**src/rtl/spi_pkt_pkg.sv**
```systemverilog
// Shared types, constants and the byte-wise CRC-16/CCITT step for the SPI packet engine.
package spi_pkt_pkg;

  typedef enum logic [3:0] {
    StIdle,
    StRxLen,
    StRxPay,
    StRxCrcH,
    StRxCrcL,
    StCheck,
    StDeliver,
    StTxStatus,
    StTxData,
    StTxCrc
  } state_t;

  typedef enum logic [1:0] {
    ERR_NONE    = 2'd0,
    ERR_CRC     = 2'd1,
    ERR_LEN     = 2'd2,
    ERR_TIMEOUT = 2'd3
  } err_code_t;

  localparam logic [15:0] CRC16_POLY = 16'h1021;

  // Non-reflected, MSB-first byte update.
  function automatic logic [15:0] crc16_update_byte(input logic [15:0] crc,
                                                    input logic [7:0]  data_byte);
    logic [15:0] c;
    c = crc ^ {data_byte, 8'h00};
    for (int i = 0; i < 8; i++) begin
      c = c[15] ? ((c << 1) ^ CRC16_POLY) : (c << 1);
    end
    return c;
  endfunction

endpackage

```
**src/rtl/crc16_word.sv**
```systemverilog
// Combinational CRC-16 update over the low nbytes bytes of a word, most significant byte first.
module crc16_word import spi_pkt_pkg::*; #(
  parameter int unsigned DATA_WIDTH = 32,
  localparam int unsigned NBYTES    = DATA_WIDTH / 8,
  localparam int unsigned CNT_W     = $clog2(NBYTES + 1)
) (
  input  logic [15:0]           crc_in,
  input  logic [DATA_WIDTH-1:0] data,
  input  logic [CNT_W-1:0]      nbytes,
  output logic [15:0]           crc_out
);

  always_comb begin
    crc_out = crc_in;
    for (int i = NBYTES - 1; i >= 0; i--) begin
      if (CNT_W'(i) < nbytes) begin
        crc_out = crc16_update_byte(crc_out, data[8*i +: 8]);
      end
    end
  end

endmodule

```
**src/rtl/spi_packet_engine.sv**
```systemverilog
// SPI packet protocol handler: CRC-checked store-and-forward RX to the EKF and framed, CRC'd
// response TX back to the PHY.
module spi_packet_engine import spi_pkt_pkg::*; #(
  parameter int unsigned DATA_WIDTH     = 32,
  parameter int unsigned MAX_PAYLOAD    = 16,
  parameter int unsigned TIMEOUT_CYCLES = 1024,
  parameter logic [15:0] CRC_INIT       = 16'hFFFF
) (
  input  logic                  clk,
  input  logic                  rst_n,
  input  logic [DATA_WIDTH-1:0] spi_rx_data,
  input  logic                  spi_rx_valid,
  output logic [DATA_WIDTH-1:0] spi_tx_data,
  output logic                  spi_tx_valid,
  input  logic                  spi_tx_ready,
  output logic [7:0]            cmd,
  output logic [7:0]            payload_length,
  output logic [DATA_WIDTH-1:0] payload_data,
  output logic                  payload_valid,
  input  logic                  payload_ready,
  input  logic [DATA_WIDTH-1:0] response_data,
  input  logic                  response_valid,
  input  logic                  response_last,
  output logic                  response_ready,
  output logic                  pkt_error,
  output logic [1:0]            err_code,
  output logic [15:0]           crc_err_cnt
);

  localparam int unsigned NBYTES = DATA_WIDTH / 8;
  localparam int unsigned CNT_W  = $clog2(NBYTES + 1);
  localparam int unsigned PTR_W  = $clog2(MAX_PAYLOAD + 1);
  localparam int unsigned IDX_W  = (MAX_PAYLOAD > 1) ? $clog2(MAX_PAYLOAD) : 1;
  localparam int unsigned TO_W   = $clog2(TIMEOUT_CYCLES + 1);
  localparam logic [CNT_W-1:0] ONE_BYTE  = CNT_W'(1);
  localparam logic [CNT_W-1:0] ALL_BYTES = CNT_W'(NBYTES);

  state_t           state_q, state_d;
  logic [7:0]       cmd_q, cmd_d, len_q, len_d, word_cnt_q, word_cnt_d;
  logic             len_err_q, len_err_d;
  logic [PTR_W-1:0] wr_ptr_q, wr_ptr_d, rd_ptr_q, rd_ptr_d;
  logic [15:0]      rx_crc_q, rx_crc_d, rcv_crc_q, rcv_crc_d, tx_crc_q, tx_crc_d;
  logic [15:0]      err_cnt_q, err_cnt_d, err_cnt_inc;
  err_code_t        err_q, err_d;
  logic             pkt_error_q, pkt_error_d;
  logic [TO_W-1:0]  idle_q, idle_d;

  logic [DATA_WIDTH-1:0] mem [MAX_PAYLOAD];
  logic                  mem_we;

  logic [15:0]      rx_crc_seed, rx_crc_next, tx_crc_seed, tx_crc_next;
  logic [CNT_W-1:0] rx_nbytes, tx_nbytes;
  logic             rx_active, tx_fire, pay_fire, timed_out;

  // CMD and LENGTH contribute one byte each; payload words contribute all bytes.
  assign rx_crc_seed = (state_q == StIdle) ? CRC_INIT : rx_crc_q;
  assign rx_nbytes   = (state_q == StIdle || state_q == StRxLen) ? ONE_BYTE : ALL_BYTES;

  crc16_word #(.DATA_WIDTH(DATA_WIDTH)) u_rx_crc (
    .crc_in  (rx_crc_seed),
    .data    (spi_rx_data),
    .nbytes  (rx_nbytes),
    .crc_out (rx_crc_next)
  );

  // The status word re-seeds the TX CRC and contributes its low (cmd) byte only.
  assign tx_crc_seed = (state_q == StTxStatus) ? CRC_INIT : tx_crc_q;
  assign tx_nbytes   = (state_q == StTxStatus) ? ONE_BYTE : ALL_BYTES;

  crc16_word #(.DATA_WIDTH(DATA_WIDTH)) u_tx_crc (
    .crc_in  (tx_crc_seed),
    .data    (spi_tx_data),
    .nbytes  (tx_nbytes),
    .crc_out (tx_crc_next)
  );

  assign rx_active = (state_q == StRxLen) || (state_q == StRxPay) ||
                     (state_q == StRxCrcH) || (state_q == StRxCrcL);
  assign timed_out = rx_active && !spi_rx_valid && (idle_q == TO_W'(TIMEOUT_CYCLES - 1));
  assign err_cnt_inc = (err_cnt_q == 16'hFFFF) ? err_cnt_q : err_cnt_q + 16'd1;

  assign cmd            = cmd_q;
  assign payload_length = len_q;
  assign pkt_error      = pkt_error_q;
  assign err_code       = err_q;
  assign crc_err_cnt    = err_cnt_q;
  assign payload_valid  = (state_q == StDeliver) && (8'(rd_ptr_q) < len_q);
  assign payload_data   = payload_valid ? mem[rd_ptr_q[IDX_W-1:0]] : '0;
  assign pay_fire       = payload_valid && payload_ready;
  assign tx_fire        = spi_tx_valid && spi_tx_ready;

  always_comb begin
    spi_tx_data    = '0;
    spi_tx_valid   = 1'b0;
    response_ready = 1'b0;
    case (state_q)
      StTxStatus: begin
        spi_tx_data  = DATA_WIDTH'({6'b0, err_q, cmd_q});
        spi_tx_valid = 1'b1;
      end
      StTxData: begin
        spi_tx_data    = response_data;
        spi_tx_valid   = response_valid;
        response_ready = spi_tx_ready;
      end
      StTxCrc: begin
        spi_tx_data  = DATA_WIDTH'(tx_crc_q);
        spi_tx_valid = 1'b1;
      end
      default: ;
    endcase
  end

  always_comb begin
    state_d     = state_q;
    cmd_d       = cmd_q;
    len_d       = len_q;
    word_cnt_d  = word_cnt_q;
    len_err_d   = len_err_q;
    wr_ptr_d    = wr_ptr_q;
    rd_ptr_d    = rd_ptr_q;
    rx_crc_d    = rx_crc_q;
    rcv_crc_d   = rcv_crc_q;
    tx_crc_d    = tx_crc_q;
    err_d       = err_q;
    err_cnt_d   = err_cnt_q;
    pkt_error_d = 1'b0;
    mem_we      = 1'b0;
    idle_d      = '0;
    if (rx_active) idle_d = spi_rx_valid ? '0 : idle_q + TO_W'(1);

    case (state_q)
      StIdle: begin
        if (spi_rx_valid) begin
          cmd_d      = spi_rx_data[7:0];
          rx_crc_d   = rx_crc_next;
          len_err_d  = 1'b0;
          word_cnt_d = '0;
          wr_ptr_d   = '0;
          rd_ptr_d   = '0;
          state_d    = StRxLen;
        end
      end
      StRxLen: begin
        if (spi_rx_valid) begin
          len_d    = spi_rx_data[7:0];
          rx_crc_d = rx_crc_next;
          if (32'(spi_rx_data[7:0]) > MAX_PAYLOAD) begin
            len_err_d = 1'b1;
            state_d   = StRxPay;
          end else if (spi_rx_data[7:0] == 8'd0) begin
            state_d = StRxCrcH;
          end else begin
            state_d = StRxPay;
          end
        end
      end
      StRxPay: begin
        if (spi_rx_valid) begin
          rx_crc_d   = rx_crc_next;
          word_cnt_d = word_cnt_q + 8'd1;
          if (!len_err_q) begin
            mem_we   = 1'b1;
            wr_ptr_d = wr_ptr_q + PTR_W'(1);
          end
          if (word_cnt_q == len_q - 8'd1) state_d = StRxCrcH;
        end
      end
      StRxCrcH: begin
        if (spi_rx_valid) begin
          rcv_crc_d[15:8] = spi_rx_data[7:0];
          state_d         = StRxCrcL;
        end
      end
      StRxCrcL: begin
        if (spi_rx_valid) begin
          rcv_crc_d[7:0] = spi_rx_data[7:0];
          state_d        = StCheck;
        end
      end
      StCheck: begin
        if (len_err_q)                  err_d = ERR_LEN;
        else if (rx_crc_q != rcv_crc_q) err_d = ERR_CRC;
        else                            err_d = ERR_NONE;
        if (err_d != ERR_NONE) begin
          pkt_error_d = 1'b1;
          err_cnt_d   = err_cnt_inc;
          wr_ptr_d    = '0;
          rd_ptr_d    = '0;
          state_d     = StTxStatus;
        end else begin
          state_d = StDeliver;
        end
      end
      StDeliver: begin
        if (len_q == 8'd0) begin
          state_d = StTxStatus;
        end else if (pay_fire) begin
          rd_ptr_d = rd_ptr_q + PTR_W'(1);
          if (8'(rd_ptr_q) == len_q - 8'd1) state_d = StTxStatus;
        end
      end
      StTxStatus: begin
        if (tx_fire) begin
          tx_crc_d = tx_crc_next;
          state_d  = (err_q != ERR_NONE) ? StTxCrc : StTxData;
        end
      end
      StTxData: begin
        if (tx_fire) begin
          tx_crc_d = tx_crc_next;
          if (response_last) state_d = StTxCrc;
        end
      end
      StTxCrc: begin
        if (tx_fire) state_d = StIdle;
      end
      default: state_d = StIdle;
    endcase

    if (timed_out) begin
      err_d       = ERR_TIMEOUT;
      pkt_error_d = 1'b1;
      err_cnt_d   = err_cnt_inc;
      wr_ptr_d    = '0;
      rd_ptr_d    = '0;
      idle_d      = '0;
      state_d     = StTxStatus;
    end
  end

  always_ff @(posedge clk or negedge rst_n) begin
    if (!rst_n) begin
      state_q     <= StIdle;
      cmd_q       <= '0;
      len_q       <= '0;
      word_cnt_q  <= '0;
      len_err_q   <= 1'b0;
      wr_ptr_q    <= '0;
      rd_ptr_q    <= '0;
      rx_crc_q    <= CRC_INIT;
      rcv_crc_q   <= '0;
      tx_crc_q    <= CRC_INIT;
      err_q       <= ERR_NONE;
      err_cnt_q   <= '0;
      pkt_error_q <= 1'b0;
      idle_q      <= '0;
    end else begin
      state_q     <= state_d;
      cmd_q       <= cmd_d;
      len_q       <= len_d;
      word_cnt_q  <= word_cnt_d;
      len_err_q   <= len_err_d;
      wr_ptr_q    <= wr_ptr_d;
      rd_ptr_q    <= rd_ptr_d;
      rx_crc_q    <= rx_crc_d;
      rcv_crc_q   <= rcv_crc_d;
      tx_crc_q    <= tx_crc_d;
      err_q       <= err_d;
      err_cnt_q   <= err_cnt_d;
      pkt_error_q <= pkt_error_d;
      idle_q      <= idle_d;
    end
  end

  // Payload storage needs no reset: reads are gated by the per-packet pointers.
  always_ff @(posedge clk) begin
    if (mem_we) mem[wr_ptr_q[IDX_W-1:0]] <= spi_rx_data;
  end

endmodule

```
**config.mk**
```make
export PLATFORM = sky130hd
export DESIGN_NAME = spi_packet_engine
export DESIGN_NICKNAME = d
export VERILOG_FILES = /design/src/rtl/spi_pkt_pkg.sv /design/src/rtl/crc16_word.sv /design/src/rtl/spi_packet_engine.sv
export SDC_FILE = /design/constraint.sdc
export NUM_CORES = 1
export LEC_CHECK = 0
export ABC_AREA = 1
export CORE_MARGIN = 3
export CORE_UTILIZATION = 41
export DETAILED_ROUTE_END_ITERATION = 10
export SYNTH_ARGS = -nofsm -noshare
export SYNTH_HDL_FRONTEND = slang
export SYNTH_SLANG_ARGS = --single-unit
export TNS_END_PERCENT = 100
```
**constraint.sdc**
```tcl
create_clock -name clk -period 7.19 [get_ports clk]
set_input_delay 0.719 -clock clk [delete_from_list [all_inputs] [get_ports clk]]
set_output_delay 0.719 -clock clk [all_outputs]
set_load 0.1 [all_outputs]
```
Word level (Yosys, flattened, before mapping)
Memory sizes are Yosys's and may differ from the RTL's.
Index checks and enable logic that the tools add are counted.
W data, S select, Z words.
{"block": "word_totals", "mem_bits_rw": 512, "regBits": 117, "mem_count": 1}
{"block": "op_classes", "n_addsub": 6, "magnitude_cmp": 10, "n_reduce_logical": 36, "bitwise_logic": 72, "mux": 136, "eq_ne": 34}
{"memory": "mem", "words": 16, "width": 32, "rd": 1, "rd_ports_with_merged_regs": 0, "write_ports": 1, "line_no": "spi_packet_engine.sv:48", "text": "logic [DATA_WIDTH-1:0] mem [MAX_PAYLOAD];"}
{"operator": "$mux W13", "n": 64}
{"operator": "$mux W16", "n": 14}
{"operator": "$not A3 Y3", "n": 64}
{"operator": "$xor A16 B16 Y16", "n": 8}
{"operator": "$pmux W32 S3", "n": 1}
{"operator": "$mux W4", "n": 14}
{"operator": "$mux W5", "n": 8}
{"operator": "$pmux W4 S10", "n": 1}
{"operator": "$ne A3 B3 Y1 const B", "n": 13}
{"operator": "$mux W11", "n": 3}
{"operator": "$mux W32", "n": 1}
{"operator": "$pmux W5 S3", "n": 2}
{"operator": "$mux W1", "n": 17}
{"operator": "$add A16 B1 Y16 const B", "n": 1}
{"operator": "$eq A16 B16 Y1 const B", "n": 1}
{"operator": "$eq A4 B3 Y1 const B", "n": 4}
{"operator": "$logic_not A8 Y1", "n": 2}
{"operator": "$mux W8", "n": 2}
{"operator": "$ne A16 B16 Y1", "n": 1}
{"operator": "$pmux W8 S2", "n": 1}
{"operator": "$reduce_and A2 Y1", "n": 7}
{"operator": "$lt A1 B3 Y1 const A", "n": 4}
{"operator": "$lt A2 B3 Y1 const A", "n": 4}
{"operator": "$reduce_and A12 Y1", "n": 1}
{"operator": "31 further kinds", "n": 56}

Longest topological paths before layout
{"block": "logic_depth", "word_depth": 74, "ltp_mapped": 31}

By module
A second synthesis with hierarchy kept.
{"block": "unflattened", "cells_unflattened": 3531, "area_unflattened_um2": 32367.3}
{"module": "spi_packet_engine", "area_each_um2": 26823.2, "n_inst": 1, "cells_each": 2406}
{"module": "crc16_word at u_tx_crc", "area_each_um2": 2836.5, "n_inst": 1, "cells_each": 566}
{"module": "crc16_word at u_rx_crc", "area_each_um2": 2707.6, "n_inst": 1, "cells_each": 559}

Worst setup path before layout
Ideal clock, no wire load.
{"block": "synth_path", "path_kind": "reg-to-output", "start": "register rd_ptr_q[0]", "end": "output payload_data[16]", "setup_slack_ns": -2.083, "arrival_ns": 8.554, "n_path_buf": 5, "stages_incl_launch_ff": 16, "path_cell_list": "dfrtp_1 > clkbuf_1 > clkinv_1 > clkbuf_1 > clkbuf_1 > buf_1 > ha_1 > nor2_1 > o211ai_1 > nand2_1 > a21oi_1 > nor3_1 > nor2_1 > inv_1 > clkbuf_1 > a2111oi_0"}
{"block": "synth_between", "elab_chain_len": 3}
{"element": "start: declaration", "line_no": "spi_packet_engine.sv:41", "text": "logic [PTR_W-1:0] wr_ptr_q, wr_ptr_d, rd_ptr_q, rd_ptr_d;"}
{"element": "start signal: assignment", "line_no": "spi_packet_engine.sv:255", "text": "rd_ptr_q <= rd_ptr_d;"}
{"element": "$lt A5 B8 Y1", "line_no": "spi_packet_engine.sv:87", "text": "assign payload_valid = (state_q == StDeliver) && (8'(rd_ptr_q) < len_q);"}
{"element": "$logic_and A1 B1 Y1", "line_no": "spi_packet_engine.sv:87"}
{"element": "net payload_valid", "line_no": "spi_packet_engine.sv:19", "text": "output logic payload_valid,"}
{"element": "$mux W32", "line_no": "spi_packet_engine.sv:88", "text": "assign payload_data = payload_valid ? mem[rd_ptr_q[IDX_W-1:0]] : '0;"}
{"element": "end: declaration", "line_no": "spi_packet_engine.sv:18", "text": "output logic [DATA_WIDTH-1:0] payload_data,"}
The timed path passes the listed nets, and every way through them passes these cells.

Worst setup path in the final report
{"block": "layout_path", "start": "register rd_ptr_q[0]", "end": "output payload_data[22]"}
{"block": "layout_between", "elab_chain_len": 3}
{"element": "$lt A5 B8 Y1", "line_no": "spi_packet_engine.sv:87"}
{"element": "$logic_and A1 B1 Y1", "line_no": "spi_packet_engine.sv:87"}
{"element": "$mux W32 *", "line_no": "spi_packet_engine.sv:88"}
Every way passes the cells marked *; elsewhere a longest branch is shown, timed or not.

==> flow_metrics.env <==
export IMPL_reg2reg_to="rx_crc_q[8]$_DFFE_PN1P_"
export IMPL_syn_area_um2=29800
export IMPL_syn_avg_cell_area_um2=10.0
export IMPL_dp_hpwl_um=53800
export IMPL_drt_iter0_drc=2116
export IMPL_crit_fanout=167
export IMPL_layout_commonest_cell="nand2_1"
export IMPL_fmax_mhz=182
export IMPL_criticalPathCategory="reg -> out"
export IMPL_worstPathArrival_ns=4.78
export IMPL_p_total_uw=17400
export IMPL_synthCells=2974
export IMPL_fillers=6575
export IMPL_cts_tree="yes"
export IMPL_synth_net_count=3059
export IMPL_yosysUniqueCellTypes=54
export IMPL_cp_data_required_time_ns=6.47
export IMPL_fin_util_pct=48.4
export IMPL_cts_setup_buffers=0
export IMPL_wl_per_cell_um=20.9
export IMPL_power_density_nw_per_um2=502
export IMPL_start_kind="flop"
export IMPL_rows=98
export IMPL_nets=3212
export IMPL_ant_nets=0
export IMPL_antenna_found_initial=2
export IMPL_ys_warn_count=0
export IMPL_layout_setup_ws_ns=1.69
export IMPL_grt_pass1_vias=21800
export IMPL_drive_gt1_share_pct=9.27
export IMPL_clk_path_buf_depth=3
export IMPL_cap_violations=0
export IMPL_worst_r2r_cell_count=27
export IMPL_pre_cts_slack_ns=2.30
export IMPL_grt_max_degree=168
export IMPL_htree_levels=3
export IMPL_drt_pass1_iter_count=6
export IMPL_rsz0062_at_grt="no"
export IMPL_drt_total_wl_um=86300
export IMPL_outcome="complete, no violations"
export IMPL_power_leakage_uw=0.0138
export IMPL_cts_hold_buf=0
export IMPL_skew_ns=0.0200
export IMPL_cts_reportedPaths_clkPinSlew_ns=0.06
export IMPL_die_area_um2=75800
export IMPL_worst_pin_slew_ns=1.22
export IMPL_finalHoldViolCount=0
export IMPL_start_util_pct=41.5
export IMPL_place_congestion=0.932
export IMPL_reg2reg_from="state_q[2]$_DFFE_PN0P_"
export IMPL_slew_violations=0
export IMPL_syn2layout_area_growth_pct=16.7
export IMPL_reg2reg_slack_ns=3.04
export IMPL_dpl_cell_count=4006
export IMPL_async_flop_share_pct=18.5
export IMPL_die_x_um=275
export IMPL_critPathCaptureType="output pin"
export IMPL_grt_pass1_wl_um=130000
export IMPL_vias=22700
export IMPL_grt_util_all_layers_pct=22.6
export IMPL_slew_limit_headroom_pct=18.1
export IMPL_synth_edf_count=512
export IMPL_seq_area_frac_synth_pct=61.6
export IMPL_core_um2=71700
export IMPL_synthFlopType="edfxtp_1"
export IMPL_postCtsResizedCells=0
export IMPL_min_path_type="in -> async"
export IMPL_clkLatencyLatePin_ns=0.62
export IMPL_grt_ovfl_total=0
export IMPL_final_cells=4132
export IMPL_ys_seq_elements=628
export IMPL_cts_sink_count=628
export IMPL_max_vdd_ir_drop_uv=441
export IMPL_drcViolationCount=0
export IMPL_dieHeight_um=275
export IMPL_layout_common_cells="nand2_1 (857), edfxtp_1 (512), a21oi_1 (243)"
export IMPL_port_buffer_count=172
export IMPL_period_share_pct=76.5
export IMPL_numCtsBuffers=69
export IMPL_min_period_ns=5.50
export IMPL_cts_root_buf="clkbuf_16"
export IMPL_avgViaCountPerCell=5.49
export IMPL_finalSetupViolCount=0
export IMPL_ioPinCount=173
## synth_stat cells, types with 32 or more instances
cell / n / share of area (%)
a22oi_1: 65 / 1.6
o21ai_0: 82 / 1.4
edfxtp_1: 512 / 52
a32o_1: 32 / 1.1
dfrtp_1: 84 / 7.1
xor2_1: 48 / 1.4
xnor2_1: 41 / 1.2
dfstp_2: 32 / 2.8
nor2_1: 142 / 1.8
a21oi_1: 243 / 4.1
nand2_1: 857 / 11
nand3_1: 204 / 3.4
inv_1: 227 / 2.9
clkbuf_1: 94 / 1.2
## how the worst max path moves through the flow
stage | from | endpoint | slack [ns] | cells after the start
2_1_floorplan | rd_ptr_q[0]$_DFFE_PN0P_ | payload_data[11] | -0.75 | 15
3_3_place_gp | rd_ptr_q[0]$_DFFE_PN0P_ | payload_data[3] | 2.32 | 12
3_5_place_dp | rd_ptr_q[0]$_DFFE_PN0P_ | payload_data[3] | 2.30 | 12
4_1_cts | rd_ptr_q[0]$_DFFE_PN0P_ | payload_data[3] | 1.63 | 12
5_1_grt | rd_ptr_q[0]$_DFFE_PN0P_ | payload_data[3] | 1.42 | 7
6_report | rd_ptr_q[0]$_DFFE_PN0P_ | payload_data[22] | 1.69 | 12
## state kept, by name (all words and copies together), names as in the netlist, 5 cells and up
| name | cells |
|---|---|
| cmd | 8 |
| crc_err_cnt | 16 |
| idle_q | 11 |
| mem | 512 |
| payload_length | 8 |
| rcv_crc_q | 16 |
| rd_ptr_q | 5 |
| rx_crc_q | 16 |
| tx_crc_q | 16 |
| word_cnt_q | 8 |
## report_power, final
part	switching [µW]	total, µW	internal [µW]
clock	1480	3440	1960
sequential	381	4680	4300
combinational	6530	9330	2800
total	8390	17400	9060
## through the flow
stage / hold WS [ns] / TNS [ns] / area (µm²)
2_1_floorplan: 0.423 / -13.02 / 29800
3_3_place_gp: 0.463 / 0 / 32500
3_5_place_dp: 0.460 / 0 / 32500
4_1_cts: 0.110 / 0 / 34700
5_1_grt: 0.153 / 0 / 34700
6_report: 0.130 / 0 / 34700
## logic make-up (layout without fill, tap and decap cells)
logic type	Yosys count	in the layout	synth area share, %
XOR/XNOR	95	95	2.95
AND/OR/NAND/NOR	1325	1325	18.8
adder cells (fa/ha/maj)	14	14	0.589
flip-flops	628	628	61.6
buffers and inverters	367	574	4.71
AO/OA/AOI/OAI	545	545	11.4
other	0	1	0
## layout make-up
class | count | area (µm²) | share of cell area, %
clock buffer | 84 | 1800 | 5.19
clock inverter | 41 | 383 | 1.10
timing repair buffer | 211 | 1930 | 5.56
sequential | 628 | 18300 | 52.8
multi-input combinational | 1979 | 10200 | 29.3
antenna | 1 | 2.50 | 0.00721
tap | 950 | 1190 | 3.42
inverter | 238 | 906 | 2.61
## layer usage
metal	vias to the layer above	wire length (µm)	track usage, %	share of wire [%]
li1	10700	-	-	-
met1	11100	38500	32.1	45
met2	819	39200	35.5	45
met3	124	6260	4.16	7.3
met4	2	2280	6.74	2.6
met5	-	11	0	0.013
## worst max-delay path, cell delays in order (launching register included)
cell and delay, ns:
dfrtp_4 0.81, inv_8 0.74, ha_1 0.29, nor2_1 0.05, o211ai_1 0.15, nand2_1 0.08
a21oi_1 0.14, nor3_1 0.06, nor2_1 0.21, inv_1 0.07, buf_4 0.34, a2111oi_1 0.65
buf_4 0.41
No activity file was read; power rests on OpenSTA's default activity.
